===== src/rtl/fullchip_seq_if.sv =====
// Host-side bundle for the fullchip instruction sequencer: run control, input vector
// handshake, ofifo status and the registered memory/instruction outputs.
interface fullchip_seq_if #(
    parameter int unsigned bw = 4,
    parameter int unsigned pr = 8,
    parameter int unsigned aw = 4
);
    logic                 start;
    logic [aw:0]          q_count;
    logic [pr*bw-1:0]     in_data;
    logic                 in_valid;
    logic                 in_ready;
    logic                 ofifo_valid;
    logic [pr*bw-1:0]     mem_in;
    logic [8+2*aw:0]      inst;
    logic                 busy;
    logic                 done;
    logic                 err;

    modport master (
        output start, q_count, in_data, in_valid, ofifo_valid,
        input  in_ready, mem_in, inst, busy, done, err
    );

    modport slave (
        input  start, q_count, in_data, in_valid, ofifo_valid,
        output in_ready, mem_in, inst, busy, done, err
    );
endinterface


===== src/rtl/fullchip_seq.sv =====
// Instruction sequencer for fullchip: Q/K write, K load, execute and ofifo drain
// into psum memory, all generated from a single start pulse.
module fullchip_seq #(
    parameter int unsigned bw  = 4,
    parameter int unsigned pr  = 8,
    parameter int unsigned col = 8,
    parameter int unsigned aw  = 4,
    parameter int unsigned gap = 10
) (
    input logic           clk_i,
    input logic           rst_ni,
    fullchip_seq_if.slave bus
);
    localparam int unsigned InstW = 9 + 2 * aw;
    localparam int unsigned GapW  = $clog2(gap + 1);
    localparam int unsigned CntW  = (aw + 1 > GapW) ? aw + 1 : GapW;

    typedef logic [CntW-1:0] cnt_t;

    localparam cnt_t        ColCnt  = cnt_t'(col);
    localparam cnt_t        GapLast = cnt_t'(gap - 1);
    localparam logic [aw:0] QMax    = {1'b1, {aw{1'b0}}};

    // Strobe byte: {execute, load, qmem_rd, qmem_wr, kmem_rd, kmem_wr, pmem_rd, pmem_wr}
    localparam logic [7:0] SQwr  = 8'h10;
    localparam logic [7:0] SKwr  = 8'h04;
    localparam logic [7:0] SLd   = 8'h40;
    localparam logic [7:0] SLdK  = 8'h48;
    localparam logic [7:0] SExec = 8'ha0;
    localparam logic [7:0] SPwr  = 8'h01;

    typedef enum logic [3:0] {
        StIdle, StQwr, StKwr, StPause, StKload, StKtail, StWait, StExec, StEtail, StDrain
    } state_e;

    state_e           st_q;
    cnt_t             cnt_q;
    logic [aw:0]      n_q;
    logic [InstW-1:0] inst_q;
    logic [pr*bw-1:0] mem_in_q;
    logic             done_q;
    logic             err_q;

    logic             in_ready;
    logic             beat;
    logic [aw-1:0]    cnt_add;
    logic [aw-1:0]    qk_hold;
    logic [aw-1:0]    p_hold;

    function automatic logic [InstW-1:0] mk_inst(input logic          ofrd,
                                                 input logic [aw-1:0] qk,
                                                 input logic [aw-1:0] pa,
                                                 input logic [7:0]    strb);
        return {ofrd, qk, pa, strb};
    endfunction

    // The extra cycle with cnt at its limit is the all-zero tail after each write phase.
    assign in_ready = (st_q == StQwr && cnt_q != cnt_t'(n_q)) ||
                      (st_q == StKwr && cnt_q != ColCnt);
    assign beat     = in_ready & bus.in_valid;
    assign cnt_add  = cnt_q[aw-1:0];
    assign qk_hold  = inst_q[8+2*aw-1:8+aw];
    assign p_hold   = inst_q[8+aw-1:8];

    always_ff @(posedge clk_i or negedge rst_ni) begin
        if (!rst_ni) begin
            st_q     <= StIdle;
            cnt_q    <= '0;
            n_q      <= '0;
            inst_q   <= '0;
            mem_in_q <= '0;
            done_q   <= 1'b0;
            err_q    <= 1'b0;
        end else begin
            done_q <= 1'b0;
            err_q  <= 1'b0;
            inst_q <= '0;
            if (beat) mem_in_q <= bus.in_data;
            case (st_q)
                StIdle: begin
                    if (bus.start) begin
                        if (bus.q_count != '0 && bus.q_count <= QMax) begin
                            n_q   <= bus.q_count;
                            cnt_q <= '0;
                            st_q  <= StQwr;
                        end else begin
                            err_q <= 1'b1;
                        end
                    end
                end
                StQwr, StKwr: begin
                    if (!in_ready) begin
                        cnt_q <= '0;
                        st_q  <= (st_q == StQwr) ? StKwr : StPause;
                    end else if (beat) begin
                        inst_q <= mk_inst(1'b0, cnt_add, '0, (st_q == StQwr) ? SQwr : SKwr);
                        cnt_q  <= cnt_q + cnt_t'(1);
                    end else begin
                        inst_q <= mk_inst(1'b0, qk_hold, '0, '0);
                    end
                end
                StPause: begin
                    if (cnt_q == cnt_t'(1)) begin
                        cnt_q <= '0;
                        st_q  <= StKload;
                    end else begin
                        cnt_q <= cnt_q + cnt_t'(1);
                    end
                end
                StKload: begin
                    inst_q <= mk_inst(1'b0, (cnt_q < cnt_t'(2)) ? '0 : cnt_add - aw'(1), '0,
                                      (cnt_q == '0) ? SLd : SLdK);
                    if (cnt_q == ColCnt) begin
                        cnt_q <= '0;
                        st_q  <= StKtail;
                    end else begin
                        cnt_q <= cnt_q + cnt_t'(1);
                    end
                end
                StKtail: begin
                    if (cnt_q == '0) begin
                        inst_q <= mk_inst(1'b0, '0, '0, SLd);
                        cnt_q  <= cnt_t'(1);
                    end else begin
                        cnt_q <= '0;
                        st_q  <= StWait;
                    end
                end
                StWait: begin
                    if (cnt_q == GapLast) begin
                        cnt_q <= '0;
                        st_q  <= StExec;
                    end else begin
                        cnt_q <= cnt_q + cnt_t'(1);
                    end
                end
                StExec: begin
                    inst_q <= mk_inst(1'b0, cnt_add, '0, SExec);
                    if (cnt_q == cnt_t'(n_q) - cnt_t'(1)) begin
                        cnt_q <= '0;
                        st_q  <= StEtail;
                    end else begin
                        cnt_q <= cnt_q + cnt_t'(1);
                    end
                end
                StEtail: begin
                    st_q <= StDrain;
                end
                StDrain: begin
                    if (bus.ofifo_valid) begin
                        inst_q <= mk_inst(1'b1, '0, cnt_add, SPwr);
                        if (cnt_q == cnt_t'(n_q) - cnt_t'(1)) begin
                            cnt_q  <= '0;
                            done_q <= 1'b1;
                            st_q   <= StIdle;
                        end else begin
                            cnt_q <= cnt_q + cnt_t'(1);
                        end
                    end else begin
                        inst_q <= mk_inst(1'b0, '0, p_hold, '0);
                    end
                end
                default: st_q <= StIdle;
            endcase
        end
    end

    assign bus.in_ready = in_ready;
    assign bus.mem_in   = mem_in_q;
    assign bus.inst     = inst_q;
    assign bus.busy     = (st_q != StIdle);
    assign bus.done     = done_q;
    assign bus.err      = err_q;
endmodule


===== src/flat_wrapper.sv =====
// flat-port wrapper written by rule: the top's interface ports become plain ports
module fullchip_seq_flat 
#(
    parameter int unsigned bw  = 4,
    parameter int unsigned pr  = 8,
    parameter int unsigned col = 8,
    parameter int unsigned aw  = 4,
    parameter int unsigned gap = 10
)
  (clk_i, rst_ni, bus_start, bus_q_count, bus_in_data, bus_in_valid, bus_ofifo_valid, bus_in_ready, bus_mem_in, bus_inst, bus_busy, bus_done, bus_err);
  fullchip_seq_if #(.bw(bw), .pr(pr), .aw(aw)) bus_i ();
  input logic clk_i;
  input logic rst_ni;
  input wire logic [$bits(bus_i.start)-1:0] bus_start;
  input wire logic [$bits(bus_i.q_count)-1:0] bus_q_count;
  input wire logic [$bits(bus_i.in_data)-1:0] bus_in_data;
  input wire logic [$bits(bus_i.in_valid)-1:0] bus_in_valid;
  input wire logic [$bits(bus_i.ofifo_valid)-1:0] bus_ofifo_valid;
  output wire logic [$bits(bus_i.in_ready)-1:0] bus_in_ready;
  output wire logic [$bits(bus_i.mem_in)-1:0] bus_mem_in;
  output wire logic [$bits(bus_i.inst)-1:0] bus_inst;
  output wire logic [$bits(bus_i.busy)-1:0] bus_busy;
  output wire logic [$bits(bus_i.done)-1:0] bus_done;
  output wire logic [$bits(bus_i.err)-1:0] bus_err;
  assign bus_i.start = bus_start;
  assign bus_i.q_count = bus_q_count;
  assign bus_i.in_data = bus_in_data;
  assign bus_i.in_valid = bus_in_valid;
  assign bus_i.ofifo_valid = bus_ofifo_valid;
  assign bus_in_ready = bus_i.in_ready;
  assign bus_mem_in = bus_i.mem_in;
  assign bus_inst = bus_i.inst;
  assign bus_busy = bus_i.busy;
  assign bus_done = bus_i.done;
  assign bus_err = bus_i.err;
  fullchip_seq #(.bw(bw), .pr(pr), .col(col), .aw(aw), .gap(gap)) u_core (.clk_i(clk_i), .rst_ni(rst_ni), .bus(bus_i));
endmodule

===== config.mk =====
export PLATFORM = sky130hd
export DESIGN_NAME = fullchip_seq_flat
export DESIGN_NICKNAME = d
export VERILOG_FILES = /design/src/rtl/fullchip_seq_if.sv /design/src/rtl/fullchip_seq.sv /design/src/flat_wrapper.sv
export SDC_FILE = /design/constraint.sdc
export NUM_CORES = 1
export LEC_CHECK = 0
export ABC_CLOCK_PERIOD_IN_PS = 6100
export CAP_MARGIN = 0
export CORE_MARGIN = 8
export CORE_UTILIZATION = 50
export DETAILED_ROUTE_END_ITERATION = 10
export PLACE_DENSITY = 0.85
export RECOVER_POWER = 100
export SETUP_SLACK_MARGIN = 0.4
export SLEW_MARGIN = 10
export SYNTH_ARGS = -nofsm -noshare
export SYNTH_HDL_FRONTEND = slang
export SYNTH_SLANG_ARGS = --single-unit

===== constraint.sdc =====
create_clock -name clk_i -period 6.1 [get_ports clk_i]
set_input_delay 1.22 -clock clk_i [delete_from_list [all_inputs] [get_ports clk_i]]
set_output_delay 1.22 -clock clk_i [all_outputs]
set_load 0.02 [all_outputs]

# Yosys cells after proc, flatten, opt, wreduce, memory -nomap -nowiden
# Index checks and enable logic that the tools add are counted.
[totals]
output_inout_bits = 53
regBits = 65
wordCells = 91
inputBits = 42
[classes]
order_cmp = 2
n_addsub = 3
reduce_logical = 13
eq_ne = 26
muxes = 37
bitwise_logic = 1
[op_table]
columns = ["operator", "count"]
rows = [
  ["one-hot mux 17 bit (5 select lines)", 1],
  ["2-to-1 mux 5 bit", 10],
  ["2-to-1 mux 4 bit", 12],
  ["one-hot mux 5 bit (8 select lines)", 1],
  ["one-hot mux 4 bit (9 select lines)", 1],
  ["2-to-1 mux 17 bit", 2],
  ["== test 4 x 3 -> 1 bit (second input constant)", 4],
  ["2-to-1 mux 16 bit", 1],
  ["!= test 2 x 1 -> 1 bit (second input constant)", 6],
  ["== test 5 x 4 -> 1 bit (second input constant)", 2],
  ["AND reduction 10 bit", 1],
  ["== test 4 x 2 -> 1 bit (second input constant)", 2],
  ["== test 4 bit (second input constant)", 2],
  ["2-to-1 mux 1 bit", 8],
  ["!= test 2 bit (second input constant)", 4],
  ["nonzero test 8 bit", 1],
  ["2-to-1 mux 7 bit", 1],
  ["adder 5 x 1 -> 5 bit (second input constant)", 1],
  ["== test 5 x 1 -> 1 bit (second input constant)", 1],
  ["== test 5 bit", 1],
  ["<= comparator 5 bit (second input constant)", 1],
  ["logical NOT 5 bit", 1],
  ["< comparator 5 x 2 -> 1 bit (second input constant)", 1],
  ["!= test 5 x 4 -> 1 bit (second input constant)", 1],
  ["other kinds (14)", 16],
]

# Logic depth before layout (Yosys ltp)
# Gate-level depths: netlist (run 1).
[depth]
depth_word = 7
mapped_depth = 9
depth_no_buf = 8

# Worst setup path after synthesis (run 1)
# No wires, ideal clock.
[synth_path]
kind = "reg-to-output"
from = "reg u_core.cnt_q[1]"
to = "out bus_in_ready"
path_stages_with_launch = 8
path_slack_ns = 3.257
arrival_time_ns = 1.623
t_required_ns = 4.880
path_cell_list = "dfrtp_1 buf_2 inv_1 ha_1 nand4bb_4 a211o_1 o21ai_2 inv_1"
[synth_between]
elab_chain_cells = 3
elab_cells_between_ends = 5
cone_classes = "2 x eq/ne; 3 x reduce/logical"
[synth_rtl]
columns = ["item", "line_no", "source"]
rows = [
  ["start, declared", "fullchip_seq.sv:37", "cnt_t cnt_q;"],
  ["start signal, assigned", "fullchip_seq.sv:97", "cnt_q <= cnt_q + cnt_t'(1);"],
  ["start signal, assigned", "fullchip_seq.sv:107", "cnt_q <= cnt_q + cnt_t'(1);"],
  ["start signal, assigned", "fullchip_seq.sv:117", "cnt_q <= cnt_q + cnt_t'(1);"],
  ["!= test 5 bit / != test 5 x 4 -> 1 bit (equally long branches)", "fullchip_seq.sv:58, fullchip_seq.sv:59", ""],
  ["logical AND 1 bit, on equally long branches", "fullchip_seq.sv:58, fullchip_seq.sv:59", ""],
  ["logical OR 1 bit (*)", "fullchip_seq.sv:58", "assign in_ready = (st_q == StQwr && cnt_q != cnt_t'(n_q)) ||"],
  ["end, declared", "flat_wrapper.sv:19", "output wire logic [$bits(bus_i.in_ready)-1:0] bus_in_ready;"],
]
# Mark *: on every way between the ends. The rest lies on a longest branch, timed or not.

# Final worst setup path (run 1)
# Ends and elaborated chain as after synthesis.

==> impl_metrics.tcl, run 1 <==
set metrics [dict create \
    ys.flop_type "dfrtp_1" \
    cts_resized 0 \
    violations "max-capacitance violations, max-slew violations" \
    syn-num-nets 301 \
    cts_hold_buffers 0 \
    drv_cap 2 \
    cp-end-kind "output pin" \
    r2r_start "u_core.cnt_q[1]" \
    hold_ws_ps 499.5 \
    antenna_found_initial 0 \
    use_met1_pct 21.41 \
    clock_latency_ps 340 \
    fp.dieW_um 93.69 \
    drt_pass1_iterations 4 \
    ant_nets 0 \
    setup_violations 0 \
    hold_viol 0 \
    switchingPower_mw 0.8778 \
    post-place-ws_ps 2613 \
    worstPathArrival_ps 2950 \
    synth.avg_cell_area_um2 11.88 \
    comb_power_share_pct 49.8 \
    cts_max_level 3 \
    rsz0062_at_grt "false" \
    p_per_area_nw_per_um2 520.8 \
    hpwl_um 5552 \
    finClkSkew_ps 9.952 \
    min_to "u_core.bus.inst[15]" \
    drc 0 \
    netlist_top_cells_area "dfrtp_1 (51%), mux2_2 (14%), ha_1 (2.1%), nor2_1 (1.9%), o21ai_0 (1.8%)" \
    die_area_um2 8778 \
    io-pin-count 95 \
    grt_pass1_wl_um 12170 \
    yosysSeqAreaShare_pct 51.41 \
    fillers 417 \
    portBuffers 93 \
    setup_tns_ps 0 \
    setup_slack_ps 1928 \
    drv_slew 99 \
    synth_edf_count 0 \
    grt_pass1_vias 2313 \
    synth_top_area_cell "dfrtp_1" \
    gp_congestion 0.8472 \
    met3_usage_pct 4.716 \
    synth_cell_types 56 \
    p_leak_nw 1.827 \
    synthArstFlopShare_pct 100.0 \
    initialDrtViolationCount 188 \
    grt_overflow 0 \
    grt_max_degree 63 \
    clockPowerShare_pct 16.6 \
    intPower_mw 1.265 \
    tightest_slew_ps 3276 \
    final_common_cell "dfrtp_1" \
    rr_worst_depth 8 \
    cts_root_buf "clkbuf_8" \
    critPathRequiredTime_ps 4880 \
    viasPerCell 5.443 \
    peakVddDrop_mv 0.3321 \
    syn_to_final_growth_pct 36.36 \
    initial_utilization_pct 51.28 \
    cts_sinks 62 \
    slew_headroom_pct -118.4 \
    fin_crit_ps 4172 \
    synth_top_area_share_pct 51.41 \
    post_cts_buffers 0 \
    num_rows 28 \
    drt-total-wl_um 7504 \
    switching_share_pct 40.96 \
    numCtsBuffers 9 \
    drive_gt1_share_pct 17.87 \
    path_class "reg -> out" \
    synth_area_um2 3018 \
    fmax_ghz 0.2397 \
    synth_seq_cells 62 \
    vias 2297 \
    layout_common_cells "dfrtp_1 (62), dlygate4sd3_1 (54), mux2_2 (38), clkdlybuf4s50_1 (38), nor2_1 (15)" \
    yosysWarnings 0 \
    min_from "u_core.bus.inst[15]" \
    synthCells 254 \
    r2r_slack_ps 2170 \
    outcome "finished with violations" \
    clkTransAtPathRegs_ps 70 \
    busiest_layer "met2" \
    grt_usage_pct 17.70 \
    r2r_end "u_core.bus.inst[13]" \
    hp-class "reg -> reg" \
    nets 389 \
    clk_path_buf_depth 2 \
    min_period_over_period_pct 68.40 \
    cts_tree "done" \
    fp.coreArea_um2 5886 \
    hold_depth 2 \
    worstPathMaxFanout 9 \
    die_h_um 93.69 \
    start_kind "flop" \
    wire_per_inst_um 17.78 \
    grtUsageMet2_pct 29.05 \
    diodes 0 \
    pwr-share-seq_pct 33.6 \
]
[sequential cells by signal, summed over array words and instances, names as in the netlist]
| signal | count |
|---|---|
| u_core.bus.done | 1 |
| u_core.cnt_q | 5 |
| u_core.bus.inst | 14 |
| u_core.bus.err | 1 |
| u_core.bus.mem_in | 32 |
| u_core.n_q | 5 |
| u_core.st_q | 4 |
[power by group through the flow]
stage          combinational, mW  clock, mW  sequential [mW]
2_1_floorplan              0.593          0            0.828
3_3_place_gp                1.12          0            0.721
3_5_place_dp                1.13          0            0.734
4_1_cts                     1.14      0.363            0.728
5_1_grt                     1.15      0.381            0.751
6_report                    1.07      0.355            0.721
[kinds of logic after synthesis]
family / Yosys count / share of synthesized area [%]
AO/OA/AOI/OAI: 45 / 11.44
XOR/XNOR: 10 / 3.151
adder cells (fa/ha/maj): 5 / 2.073
buffers and inverters: 29 / 4.975
flip-flops: 62 / 51.41
multiplexers: 43 / 15.84
other: 1 / 0.1243
AND/OR/NAND/NOR: 59 / 10.99
[per-stage QoR]
step,instances,utilization (%),area [µm²],power (mW)
global placement,406,67.16,3953,1.837
floorplan,254,-,3018,1.422
finish,422,69.92,4115,2.143
detailed placement,406,67.16,3953,1.865
global route,422,69.92,4115,2.281
CTS,422,70.49,4149,2.235
[per-layer routing]
metal / vias to the layer above / wire (µm)
li1: 1093 / -
met1: 1121 / 3053
met2: 73 / 3885
met3: 10 / 473
met4: 0 / 91
met5: - / 0
[cells in the mapped netlist (2+ instances only)]
cell / number
mux2_2: 38
clkbuf_1: 5
a21oi_1: 2
nor4_1: 2
or3_1: 2
nor3_1: 5
nand2b_1: 2
nor2b_1: 3
dfrtp_1: 62
ha_1: 5
o21ai_2: 2
mux2i_1: 5
xor2_1: 6
buf_4: 3
o211ai_1: 2
a211oi_1: 5
nand3_1: 7
o31ai_1: 3
inv_1: 11
buf_2: 6
and3_1: 2
buf_6: 3
nor2_1: 15
o21ai_0: 11
nand2_1: 11
a221o_1: 3
xnor2_1: 3
nor3b_1: 2
[final cells by class]
cell class                      instances  area, µm²  area share (%)
Inverter                               11      41.29           1.003
Multi-Input combinational cell        163       1299           31.56
Clock inverter                          7      72.57           1.763
Tap cell                               75      93.84           2.280
Sequential cell                        62       1551           37.70
Timing Repair Buffer                   95      933.4           22.68
Clock buffer                            9      123.9           3.010
[critical path: stages (launching register included)]
cell	delay [ps]
dfrtp_1	490
inv_1	190
ha_1	260
nand4bb_1	210
a211o_1	390
o21ai_0	350
inv_1	60
dlygate4sd3_1	660
[worst max path at each step]
stage	startpoint	to	slack, ps
2_1_floorplan	u_core.cnt_q[1]	bus_in_ready	3260
3_3_place_gp	u_core.cnt_q[1]	bus_in_ready	2700
3_5_place_dp	u_core.cnt_q[1]	bus_in_ready	2610
4_1_cts	u_core.cnt_q[1]	bus_in_ready	2230
5_1_grt	rst_ni	u_core.bus.err	1420
6_report	u_core.cnt_q[1]	bus_in_ready	1930
(Power assumes the default switching activity.)
==> run 2: changes to the inputs <==
- ABC_CLOCK_PERIOD_IN_PS: 6100 -> 3500
- CORE_UTILIZATION: 50 -> 42
- PLACE_DENSITY: 0.85 -> 0.76
- clock period: 6.1 -> 3.5 ns (I/O delays scaled with it)
==> impl_metrics.tcl, run 2 (synthesized netlist as in run 1, its figures left out) <==
set metrics [dict create \
    drv_slew 41 \
    die_h_um 100.8 \
    largest_register_ffs 32 \
    portBuffers 93 \
    cp-end-kind "output pin" \
    cts_root_buf "clkbuf_8" \
    grt_overflow 0 \
    fp.coreArea_um2 7098 \
    start_kind "flop" \
    finClkSkew_ps 8.918 \
    setup_tns_ps 0 \
    gp_congestion 0.8896 \
    slew_headroom_pct -40.78 \
    layout_common_cells "dfrtp_1 (61), dlygate4sd3_1 (53), mux2_2 (38), clkdlybuf4s50_1 (38), nor2_1 (15)" \
    rsz0062_at_grt "false" \
    hpwl_um 5767 \
    dp_cells 431 \
    cts_tree "done" \
    diodes 0 \
    fp.dieW_um 100.8 \
    nets 390 \
    path_cells "inv_1, ha_1, nand4bb_2, a211o_1, o21ai_2, inv_1, dlygate4sd2_1" \
    wire_per_inst_um 17.32 \
    vias 2326 \
    final_common_cell "dfrtp_1" \
    min_period_over_period_pct 88.08 \
    drive_gt1_share_pct 18.97 \
    peakVddDrop_mv 0.4013 \
    numCtsBuffers 9 \
    grt_usage_pct 15.82 \
    initialDrtViolationCount 184 \
    hold_viol 0 \
    grt_pass1_wl_um 12370 \
    grt_max_degree 41 \
    route.met3.wl_um 441 \
    critPathRequiredTime_ps 2800 \
    post_cts_buffers 0 \
    worstPathMaxFanout 9 \
    num_rows 31 \
    critPathMaxStageDelay_ps 500 \
    violations "max-capacitance violations, max-slew violations" \
    syn_to_final_growth_pct 39.01 \
    min_from "u_core.bus.inst[15]" \
    initial_utilization_pct 42.52 \
    setup_violations 0 \
    final_cells 447 \
    clock_latency_ps 340 \
    drc 0 \
    drt-met1-wl_um 3149 \
    viasPerCell 5.204 \
    clk_path_buf_depth 2 \
    tightest_slew_ps 2112 \
    outcome "finished with violations" \
    crit_path_start "u_core.cnt_q[1]" \
    io-pin-count 95 \
    hold_ws_ps 491.8 \
    worst_path_max_delay_cell "dfrtp_1" \
    path_class "reg -> out" \
    clkTransAtPathRegs_ps 70 \
    antenna_found_initial 0 \
    wl_met2_um 3979 \
    top_layer_used "met4" \
    cts_max_level 3 \
    hp-class "reg -> reg" \
    drv_cap 1 \
    p_per_area_nw_per_um2 907.4 \
    grt_pass1_vias 2457 \
    fin_crit_ps 3083 \
    finish.utilization_pct 59.10 \
    worstPathArrival_ps 2380 \
    die_area_um2 10150 \
    total_power_mw 3.807 \
    cts_sinks 62 \
    ant_nets 0 \
    drt-total-wl_um 7741 \
    p_leak_nw 1.856 \
    drt_pass1_iterations 4 \
    worst_path_most_repeated_cell "inv_1" \
    fmax_ghz 0.3244 \
    r2r_start "u_core.cnt_q[1]" \
]
==> run 2: cell types whose count changed in the layout (fill, tap and decap cells not counted), sizes merged <==
cell         previous run  this run
clkbuf                 11        15
clkinv                  3         2
clkinvlp                2         0
dlygate4sd2             0         1
dlygate4sd3            54        53
==> run 2: timing repair <==
action                                 CTS  global route
endpoints found under the hold margin    0             0
hold buffers                             0             0
setup endpoints to repair                1             1
gates resized for setup                  4             1
==> run 2: through the flow <==
stage | setup WS (ps) | area [µm²]
detailed placement | 559.4 | 4003
global placement | 604.6 | 4003
floorplan | 1152 | 3018
finish | 417.3 | 4195
global route | 283.3 | 4195
CTS | 475.9 | 4224
==> run 2: path summary, 6_finish.rpt <==
path / to / slack, ps / depth (start not counted)
min in group asynchronous: u_core.bus.inst[10] / 970 / 1
worst min register to register: u_core.bus.inst[15] / 490 / 2
worst max-delay path: bus_in_ready / 420 / 7
worst max register to register: u_core.st_q[0] / 570 / 8
max in group asynchronous: u_core.bus.inst[4] / 1010 / 2
worst min-delay path: u_core.bus.inst[15] / 490 / 2
==> run 2: critical path: cells and delay by family (launching register included) <==
kind                       cells  cell delay, ps
and+or+nand+nor                1             180
AOI/OAI and AO/OA              2             550
DFF                            1             500
buffers and inverters          3             550
adders and majority gates      1             270
==> run 2: area by class of cell <==
class | instances | area (µm²)
clock buffer | 12 | 165.2
fill | 623 | 2903
multi-input combinational | 163 | 1308
timing repair buffer | 96 | 952.2
tap | 99 | 123.9
sequential | 62 | 1553
inverter | 11 | 41.29
clock inverter | 4 | 52.55
==> run 2: routing by layer <==
layer  vias up  GRT usage (%)
met1      1159          18.13
met4         0          8.721
met2        67          25.93
met5         -              0
met3        12          4.558
li1       1088              -
==> run 2: power by group <==
group	total (mW)	switching [mW]	internal, mW
clock	0.674	0.285	0.390
combinational	1.87	0.992	0.877
sequential	1.26	0.258	1.01
total	3.81	1.54	2.27
==> run 3: changes to the inputs <==
- CORE_MARGIN: 8 -> default
==> impl_metrics.tcl, run 3 (synthesized netlist as in run 1, its figures left out) <==
set metrics [dict create \
    nets 390 \
    cts_sinks 62 \
    peakVddDrop_mv 0.4536 \
    initial_utilization_pct 43.93 \
    p_leak_nw 1.832 \
    tightest_slew_ps 1749 \
    drive_gt1_share_pct 18.97 \
    layout_common_cells "dfrtp_1 (61), dlygate4sd3_1 (52), clkdlybuf4s50_1 (39), mux2_2 (38), nor2_1 (15)" \
    rsz0062_at_grt "false" \
    worstPathMaxFanout 9 \
    largest_register_ffs 32 \
    die_h_um 86.77 \
    switchingPower_mw 1.497 \
    clk_path_buf_depth 2 \
    cp-end-kind "output pin" \
    wire_per_inst_um 15.37 \
    start_kind "flop" \
    viasPerCell 5.106 \
    hold_viol 0 \
    min_period_over_period_pct 88.14 \
    worstPathArrival_ps 2380 \
    num_rows 30 \
    die_area_um2 7528 \
    cts_tree "done" \
    fmax_ghz 0.3242 \
    crit_path_start "u_core.cnt_q[1]" \
    clkTransAtPathRegs_ps 70 \
    route.met3.wl_um 285 \
    drv_slew 35 \
    final_common_cell "dfrtp_1" \
    drt-total-wl_um 6826 \
    dp_cells 428 \
    portBuffers 93 \
    pwr-share-seq_pct 34.4 \
    io-pin-count 95 \
    grt_pass1_wl_um 11100 \
    setup_tns_ps 0 \
    drt-met1-wl_um 3075 \
    r2r_start "u_core.cnt_q[1]" \
    wl_met2_um 3369 \
    diodes 0 \
    finClkSkew_ps 11.36 \
    antenna_found_initial 0 \
    cts_root_buf "clkbuf_8" \
    grt_pass1_vias 2270 \
    fp.coreArea_um2 6869 \
    slew_headroom_pct -16.60 \
    grt_overflow 0 \
    ant_nets 0 \
    fp.dieW_um 86.77 \
    hp-class "reg -> reg" \
    syn_to_final_growth_pct 37.31 \
    p_per_area_nw_per_um2 882.0 \
    violations "max-capacitance violations, max-slew violations" \
    path_class "reg -> out" \
    min_from "u_core.bus.inst[15]" \
    gp_congestion 0.8397 \
    comb_power_share_pct 50.2 \
    top_layer_used "met4" \
    drv_cap 1 \
    intPower_mw 2.158 \
    final_cells 444 \
    cts_max_level 3 \
    fin_crit_ps 3085 \
    critPathRequiredTime_ps 2800 \
    clock_latency_ps 350 \
    numCtsBuffers 9 \
    drc 0 \
    grt_max_degree 35 \
    clockPowerShare_pct 15.3 \
    grt_usage_pct 19.68 \
    initialDrtViolationCount 101 \
    outcome "finished with violations" \
    drt_pass1_iterations 4 \
    setup_violations 0 \
    hpwl_um 5067 \
    switching_share_pct 40.95 \
    vias 2267 \
]
## run 3: worst max-delay path, stage by stage (launching register included)
cell           delay (ps)
dfrtp_1               490
inv_1                 180
ha_1                  290
nand4bb_2             170
a211o_1               370
o21ai_2               180
inv_1                  50
dlygate4sd2_1         310
## run 3: metrics by stage
stage / instance area [µm²] / power [mW] / utilization (%) / hold WS, ps / setup WS [ps]
detailed placement: 3999 / 3.243 / 58.21 / 467.1 / 538.6
global route: 4144 / 3.895 / 60.33 / 497.6 / 211.7
global placement: 3999 / 3.204 / 58.21 / 467.8 / 613.4
floorplan: 3018 / 2.478 / - / 404.4 / 1152
CTS: 4178 / 3.821 / 60.82 / 436.3 / 465.0
finish: 4144 / 3.655 / 60.33 / 483.4 / 415.0
## run 3: what timing repair did
item                       in CTS  in global routing
setup endpoints to repair       1                  1
setup buffers                   0                  0
gates resized for setup         4                  1
hold buffers                    0                  0
## run 3: layout make-up
cell class	instances	area, µm²
multi-input cells	163	1299
repair buffers	96	955.9
clock inverters	5	33.78
well taps	96	120.1
fillers	588	2725
clock buffers	11	141.4
flip-flops and latches	62	1553
inverters	11	41.29
## run 3: path summary, 6_finish.rpt
| check | to | slack, ps | cells after the start |
|---|---|---|---|
| worst max-delay path | bus_in_ready | 420 | 7 |
| worst min-delay path | u_core.bus.inst[15] | 480 | 2 |
| worst max register to register | u_core.bus.inst[12] | 470 | 7 |
| worst min register to register | u_core.bus.inst[15] | 480 | 2 |
| max in group asynchronous | u_core.bus.mem_in[30] | 1190 | 2 |
| min in group asynchronous | u_core.bus.mem_in[27] | 810 | 1 |
## run 3: layer usage
metal | up-vias | track usage, %
met2 | 55 | 31.24
li1 | 1084 | -
met4 | 0 | 7.273
met1 | 1120 | 26.15
met3 | 8 | 4.952
met5 | - | 0
## run 3: power groups by stage
stage	sequential, mW	clock, mW	combinational, mW
floorplan	1.44	0	1.03
global placement	1.26	0	1.94
detailed placement	1.27	0	1.97
CTS	1.27	0.578	1.98
global route	1.30	0.608	1.99
finish	1.26	0.560	1.84
